--- config.mk ---
export PLATFORM = sky130hd
export DESIGN_NAME = jtag_scan_seq
export DESIGN_NICKNAME = d
export VERILOG_FILES = /design/src/rtl/jtag_pkg.sv /design/src/rtl/jtag_shift_reg.sv /design/src/rtl/jtag_scan_seq.sv
export SDC_FILE = /design/constraint.sdc
export NUM_CORES = 1
export LEC_CHECK = 0
export BUFFER_PORTS_ARGS = -buffer_cell sky130_fd_sc_hd__buf_2
export CELL_PAD_IN_SITES_DETAIL_PLACEMENT = 0
export CELL_PAD_IN_SITES_GLOBAL_PLACEMENT = 1
export CORE_MARGIN = 3
export CORE_UTILIZATION = 35
export CTS_BUF_LIST = sky130_fd_sc_hd__clkbuf_16
export DETAILED_ROUTE_END_ITERATION = 12
export GPL_TIMING_DRIVEN = 0
export PLACE_DENSITY_LB_ADDON = 0.2
export SLEW_MARGIN = 40
export SYNTH_ARGS = -nofsm -noshare
export SYNTH_HDL_FRONTEND = slang
export SYNTH_SLANG_ARGS = --single-unit
--- constraint.sdc ---
create_clock -name tck -period 3.1 [get_ports tck]
set_input_delay 0.62 -clock tck [delete_from_list [all_inputs] [get_ports tck]]
set_output_delay 0.62 -clock tck [all_outputs]
set_load 0.1 [all_outputs]
--- src/rtl/jtag_pkg.sv ---
// Shared JTAG definitions: TAP state encodings (common with the TAP controller),
// scan sequencer states and TMS walk constants.
package jtag_pkg;

  typedef enum logic [3:0] {
    test_logic_reset = 4'h0,
    run_test_idle    = 4'h1,
    select_dr_scan   = 4'h2,
    capture_dr       = 4'h3,
    shift_dr         = 4'h4,
    exit1_dr         = 4'h5,
    pause_dr         = 4'h6,
    exit2_dr         = 4'h7,
    update_dr        = 4'h8,
    select_ir_scan   = 4'h9,
    capture_ir       = 4'hA,
    shift_ir         = 4'hB,
    exit1_ir         = 4'hC,
    pause_ir         = 4'hD,
    exit2_ir         = 4'hE,
    update_ir        = 4'hF
  } tap_state_t;

  // Sequencer state names the TAP state reached on the next tck edge.
  typedef enum logic [3:0] {
    INIT, IDLE, SEL_DR, SEL_IR, CAPTURE, SHIFT, EXIT1, UPDATE, RST_WALK, ERR
  } seq_state_t;

  localparam int   TLR_TMS_CNT = 5;
  localparam logic L = 1'b0;
  localparam logic H = 1'b1;

endpackage

--- src/rtl/jtag_shift_reg.sv ---
// Scan data holder: parallel-loaded shift-in word read out by bit index, and
// tdo capture into rdata one edge after the bit is presented.
module jtag_shift_reg
  import jtag_pkg::*;
#(
  parameter int MXLEN  = 32,
  parameter int MXLENB = 6,
  parameter int IDXW   = 5
) (
  input  logic              tck,
  input  logic              ntrst,
  input  logic              load,
  input  logic [MXLEN-1:0]  wdata,
  input  logic [MXLENB-1:0] len,
  input  logic              shift,
  input  logic [IDXW-1:0]   idx,
  input  logic              tdo,
  output logic              bit_out,
  output logic [MXLEN-1:0]  rdata
);

  logic [MXLEN-1:0] wreg;
  logic             cap_p1;
  logic [IDXW-1:0]  cap_idx_p1;

  always_ff @(posedge tck) begin
    if (load) wreg <= wdata;
    cap_idx_p1 <= idx;
  end

  assign bit_out = wreg[idx];

  // The TAP consumes the bit presented at edge k on edge k+1; tdo is sampled there.
  always_ff @(posedge tck or negedge ntrst) begin
    if (!ntrst) begin
      cap_p1 <= L;
      rdata  <= '0;
    end else begin
      cap_p1 <= shift;
      if (load) begin
        for (int i = 0; i < MXLEN; i++) begin
          if (i >= int'(len)) rdata[i] <= L;
        end
      end else if (cap_p1) begin
        rdata[cap_idx_p1] <= tdo;
      end
    end
  end

endmodule

--- src/rtl/jtag_scan_seq.sv ---
// JTAG scan sequencer: walks the TAP from Run-Test/Idle through one IR or DR
// shift of 1..MXLEN bits and back, or through a five-TMS-high TAP reset.
module jtag_scan_seq
  import jtag_pkg::*;
#(
  parameter int MXLEN  = 32,
  parameter int MXLENB = 6
) (
  input  logic              tck,
  input  logic              ntrst,
  input  logic              start,
  input  logic              cmd_rst,
  input  logic              sel_ir,
  input  logic [MXLENB-1:0] len,
  input  logic [MXLEN-1:0]  wdata,
  input  logic              tdo,
  output logic              tms,
  output logic              tdi,
  output logic              busy,
  output logic              done,
  output logic              err,
  output logic [MXLEN-1:0]  rdata
);

  localparam int                IDXW    = (MXLEN > 1) ? $clog2(MXLEN) : 1;
  localparam logic [MXLENB-1:0] LEN_MAX = MXLENB'(MXLEN);
  localparam logic [MXLENB-1:0] RST_CNT = MXLENB'(TLR_TMS_CNT - 1);
  localparam logic [MXLENB-1:0] ONE     = MXLENB'(1);

  seq_state_t        state;
  logic [MXLENB-1:0] cnt;
  logic [MXLENB-1:0] len_r;
  logic              ir_r;
  logic              len_bad;
  logic              accept;
  logic              shift_act;
  logic              bit_out;
  logic [MXLENB-1:0] bit_pos;

  assign len_bad   = (len == '0) || (len > LEN_MAX);
  assign accept    = (state == IDLE) && !busy && start && !cmd_rst && !len_bad;
  assign shift_act = (state == SHIFT);
  assign bit_pos   = len_r - cnt - ONE;

  jtag_shift_reg #(
    .MXLEN  (MXLEN),
    .MXLENB (MXLENB),
    .IDXW   (IDXW)
  ) u_shift (
    .tck     (tck),
    .ntrst   (ntrst),
    .load    (accept),
    .wdata   (wdata),
    .len     (len),
    .shift   (shift_act),
    .idx     (bit_pos[IDXW-1:0]),
    .tdo     (tdo),
    .bit_out (bit_out),
    .rdata   (rdata)
  );

  always_ff @(posedge tck or negedge ntrst) begin
    if (!ntrst) begin
      state <= INIT;
      tms   <= L;
      tdi   <= L;
      busy  <= H;
      done  <= L;
      err   <= L;
      cnt   <= '0;
      len_r <= '0;
      ir_r  <= L;
    end else begin
      done <= L;
      err  <= L;
      case (state)
        INIT: begin
          tms   <= L;
          busy  <= L;
          state <= IDLE;
        end
        IDLE: begin
          tms <= L;
          tdi <= L;
          // IDLE while still busy is the edge on which the TAP lands in Run-Test/Idle.
          if (busy) begin
            busy <= L;
            done <= H;
          end else if (cmd_rst) begin
            tms   <= H;
            busy  <= H;
            cnt   <= RST_CNT;
            state <= RST_WALK;
          end else if (start) begin
            busy <= H;
            if (len_bad) begin
              state <= ERR;
            end else begin
              tms   <= H;
              len_r <= len;
              ir_r  <= sel_ir;
              state <= SEL_DR;
            end
          end
        end
        SEL_DR: begin
          tms   <= ir_r;
          state <= ir_r ? SEL_IR : CAPTURE;
        end
        SEL_IR: begin
          tms   <= L;
          state <= CAPTURE;
        end
        CAPTURE: begin
          tms   <= L;
          cnt   <= len_r - ONE;
          state <= SHIFT;
        end
        SHIFT: begin
          tdi <= bit_out;
          tms <= (cnt == '0);
          if (cnt == '0) state <= EXIT1;
          else           cnt   <= cnt - ONE;
        end
        EXIT1: begin
          tms   <= H;
          tdi   <= L;
          state <= UPDATE;
        end
        UPDATE: begin
          tms   <= L;
          state <= IDLE;
        end
        RST_WALK: begin
          if (cnt == '0) begin
            tms   <= L;
            state <= IDLE;
          end else begin
            tms <= H;
            cnt <= cnt - ONE;
          end
        end
        ERR: begin
          done  <= H;
          err   <= H;
          busy  <= L;
          state <= IDLE;
        end
        default: state <= INIT;
      endcase
    end
  end

endmodule

==> reports/metrics.csv <==
metric,value,unit
power after layout,2461,uW
endpoint required time on the critical path,3.34,ns
Synth Area per Inst,10.56,um2
instance area at placement,5314,um2
sequential share of the synthesized area,51.92,%
Mapped Nets,495,
post-synthesis xor/xnor area fraction,1.305,%
clock transition time at the flip-flop clock pins of the worst setup and hold paths,0.07,ns
proportion of synthesized area in mux cells,9.190,%
reg-to-reg setup timing slack,0.29,ns
chip width,121.8,um
clk buf depth,2,
post-synthesis compound-gate area fraction,15.37,%
Via density,5.297,
maximum fanout along the worst path,9,
cell area after technology mapping,4697,um2
Crit Reg-Reg Endpoint,tdi,
full die area,14850,um2
number of antenna violations at the first check in global routing,0,
Port Buffers,77,
total DRC errors in the routed layout,0,
Detail Placement HPWL,9.117,mm
endpoints failing setup,0,
Critical path origin,len_r[0],
total of cells resized after clock tree synthesis,0,
fmax,0.3561,GHz
Min-Delay Path Class,in -> async,
violation count after the first detailed-route iteration,240,
share of async-settable or async-resettable flops after synthesis,59.78,%
number of library cell types mapped by synthesis,66,
leftover overflow at the end of global routing,0,
largest family of logic cells by synthesized area,simple AND/OR/NAND/NOR gates,
leading register cell type out of synthesis,sky130_fd_sc_hd__dfrtp_1,
WL per Instance,17.63,um
max_cap viols,0,
post-synthesis to final-layout area growth,19.61,%
std cell rows,41,
GRT Util Overall,17.72,%
CP endpoint,tdi,
leakage power,0.002517,uW
Routed Wire Length,12.51,mm
Cell Pwr Density,438.0,nW/um2
antenna fix cells,0,
placer congestion estimate,0.8332,
count of hold-fix buffers inserted at cts,0,
clock network latency to the later pin of the worst-skew pair,0.36,ns
relative slew slack,49.38,%
Std-Cell Core Area,12880,um2
Arrival @ worst endpoint,3.04,ns
final setup skew,0.006518,ns
first-pass GRT wire length,20.08,mm
Critical R2R Launch,len_r[0],
simple-gate area share of the yosys netlist,16.44,%
number of buffers inserted by post-CTS setup repair,0,
final number of max-transition violations,0,
total of flip-flops plus latches after synthesis,92,
post-route setup TNS,0,ns
H-tree depth,3,
largest net degree at the start of global routing,56,
setup repair after global routing missed its margin,no,
post-route design area,5618,um2
kind of start point of the critical path,flop,
worst reg-to-reg path cell count,8,
worst-margin pin slew,0.7536,ns
run status,finished clean,
overall via count from detail_route,3761,
number of nets in the layout,583,
starting utilization of the core area,36.48,%
Sink Count,92,
class of the most critical setup path,reg -> reg,
number of enable-type register cells in the synthesized netlist,32,
number of detailed-route iterations in the first pass,4,
adder and majority cell fraction of the synthesized area,1.758,%
final critical-path share of the clock period,90.59,%
synthesized instance count,445,
Syn. warnings,0,
share of cells above drive strength 1,23.23,%
count of boundary I/O pins,81,
fin crit period,2.808,ns
clock tree root driver cell,sky130_fd_sc_hd__clkbuf_16,
fillcell total,1279,
Antenna Violating Nets Remaining,0,
clock tree from TritonCTS,yes,
Final Hold Fails,0,
vias in the first global route,3703,
CTS Buf Count,9,
peak supply drop,0.4722,mV
Vert. Die Dim,121.8,um
Critical Path Sink Type,flop,
[synthesized netlist by cell type, types with 4 or more instances]
| cell type | n | area share [%] |
|---|---|---|
| sky130_fd_sc_hd__a22oi_1 | 5 | 0.80 |
| sky130_fd_sc_hd__o21ai_0 | 34 | 3.6 |
| sky130_fd_sc_hd__nor3_1 | 8 | 0.85 |
| sky130_fd_sc_hd__xnor2_1 | 5 | 0.93 |
| sky130_fd_sc_hd__a21oi_1 | 18 | 1.9 |
| sky130_fd_sc_hd__nor2_1 | 35 | 2.8 |
| sky130_fd_sc_hd__dfxtp_1 | 5 | 2.1 |
| sky130_fd_sc_hd__edfxtp_1 | 32 | 20 |
| sky130_fd_sc_hd__nor3b_1 | 4 | 0.64 |
| sky130_fd_sc_hd__nor2b_1 | 9 | 1.2 |
| sky130_fd_sc_hd__mux4_2 | 8 | 3.8 |
| sky130_fd_sc_hd__nand2_1 | 61 | 4.9 |
| sky130_fd_sc_hd__clkbuf_1 | 18 | 1.4 |
| sky130_fd_sc_hd__and3_1 | 5 | 0.67 |
| sky130_fd_sc_hd__mux2i_1 | 21 | 4.5 |
| sky130_fd_sc_hd__a32o_1 | 5 | 1.1 |
| sky130_fd_sc_hd__dfrtp_1 | 54 | 29 |
| sky130_fd_sc_hd__nand3_1 | 6 | 0.64 |
| sky130_fd_sc_hd__ha_1 | 5 | 1.3 |
| sky130_fd_sc_hd__nand2b_1 | 6 | 0.80 |
| sky130_fd_sc_hd__o31ai_1 | 4 | 0.64 |
| sky130_fd_sc_hd__inv_1 | 17 | 1.4 |
| sky130_fd_sc_hd__o41ai_1 | 4 | 0.75 |
[metal layers]
layer / vias to the layer above / wire length, um / track usage, %
li1: 1800 / - / -
met1: 1835 / 5995 / 25.90
met2: 114 / 5623 / 25.97
met3: 12 / 740 / 4.596
met4: 0 / 155 / 5.252
met5: - / 0 / 0
[per-stage QoR]
| stage | instances | utilization (%) | hold WS (ns) | setup slack, ns |
|---|---|---|---|---|
| after floorplan | 445 | - | 0.3244 | 0.4158 |
| after global placement | 694 | 41.15 | 0.4872 | 0.03488 |
| after detailed placement | 694 | 41.27 | 0.4929 | 0.08708 |
| after CTS | 710 | 43.56 | 0.3536 | 0.2135 |
| after global routing | 710 | 43.63 | 0.2548 | 0.09531 |
| final | 710 | 43.63 | 0.2255 | 0.2917 |
[state kept, by name, summed over array words and instances (netlist names)]
signal,cells
u_shift.wreg,32
state,4
u_shift.cap_idx_p1,5
ir_r,1
tms,1
cnt,6
u_shift.cap_p1,1
err,1
busy,1
u_shift.rdata,32
tdi,1
done,1
len_r,6
[critical path: stages, from the launching register on]
cell	delay (ns)
sky130_fd_sc_hd__dfrtp_1	0.47
sky130_fd_sc_hd__ha_1	0.22
sky130_fd_sc_hd__inv_1	0.05
sky130_fd_sc_hd__fa_1	0.47
sky130_fd_sc_hd__clkbuf_1	0.43
sky130_fd_sc_hd__mux4_2	0.38
sky130_fd_sc_hd__nor2b_1	0.13
sky130_fd_sc_hd__a2111oi_0	0.39
sky130_fd_sc_hd__o31ai_1	0.13
[worst min-delay path by stage]
stage                startpoint          endpoint  slack [ns]
6_report                  ntrst          state[0]        0.23
3_5_place_dp           len_r[5]          len_r[5]        0.49
3_3_place_gp   u_shift.rdata[0]  u_shift.rdata[0]        0.49
2_1_floorplan             ntrst            cnt[0]        0.32
5_1_grt                   ntrst            cnt[0]        0.25
4_1_cts                   ntrst            cnt[0]        0.35
[where the power goes]
| part | switching (uW) | internal (uW) |
|---|---|---|
| combinational | 60.9 | 31.9 |
| clock | 539 | 572 |
| sequential | 0 | 1260 |
[layout by cell type, fill, tap and decap left out, types with 4 or more instances in the layout]
master	count
sky130_fd_sc_hd__a22oi_1	5
sky130_fd_sc_hd__nand2b_1	6
sky130_fd_sc_hd__nor2_1	35
sky130_fd_sc_hd__inv_1	17
sky130_fd_sc_hd__clkbuf_16	9
sky130_fd_sc_hd__nand3_1	6
sky130_fd_sc_hd__a32o_1	5
sky130_fd_sc_hd__inv_8	4
sky130_fd_sc_hd__o21ai_0	34
sky130_fd_sc_hd__mux4_2	8
sky130_fd_sc_hd__nand2_1	61
sky130_fd_sc_hd__xnor2_1	5
sky130_fd_sc_hd__clkbuf_1	17
sky130_fd_sc_hd__dfrtp_1	54
sky130_fd_sc_hd__a21oi_1	18
sky130_fd_sc_hd__dfxtp_1	5
sky130_fd_sc_hd__nor2b_1	9
sky130_fd_sc_hd__edfxtp_1	32
sky130_fd_sc_hd__nor3_1	8
sky130_fd_sc_hd__o41ai_1	4
sky130_fd_sc_hd__buf_2	77
sky130_fd_sc_hd__and3_1	5
sky130_fd_sc_hd__mux2i_1	21
sky130_fd_sc_hd__ha_1	5
sky130_fd_sc_hd__o31ai_1	4
[logic make-up (layout without fill, tap and decap cells)]
group                    Yosys count  after routing
AO/OA/AOI/OAI                    108            108
XOR/XNOR                           7              7
adder cells (fa/ha/maj)            6              6
buffers and inverters             43            136
flip-flops                        92             92
multiplexers                      32             32
AND/OR/NAND/NOR                  157            157
[area by class of cell]
cell class	count	area [um2]	share of cell area [%]
Tap cell	172	215.2	3.831
Clock inverter	7	70.07	1.247
Buffer	24	121.4	2.160
Clock buffer	9	225.2	4.009
Timing Repair Buffer	77	391.6	6.971
Multi-Input combinational cell	310	2085	37.10
Inverter	19	71.32	1.269
Sequential cell	92	2439	43.41
Power figures use the tool's default switching activity.
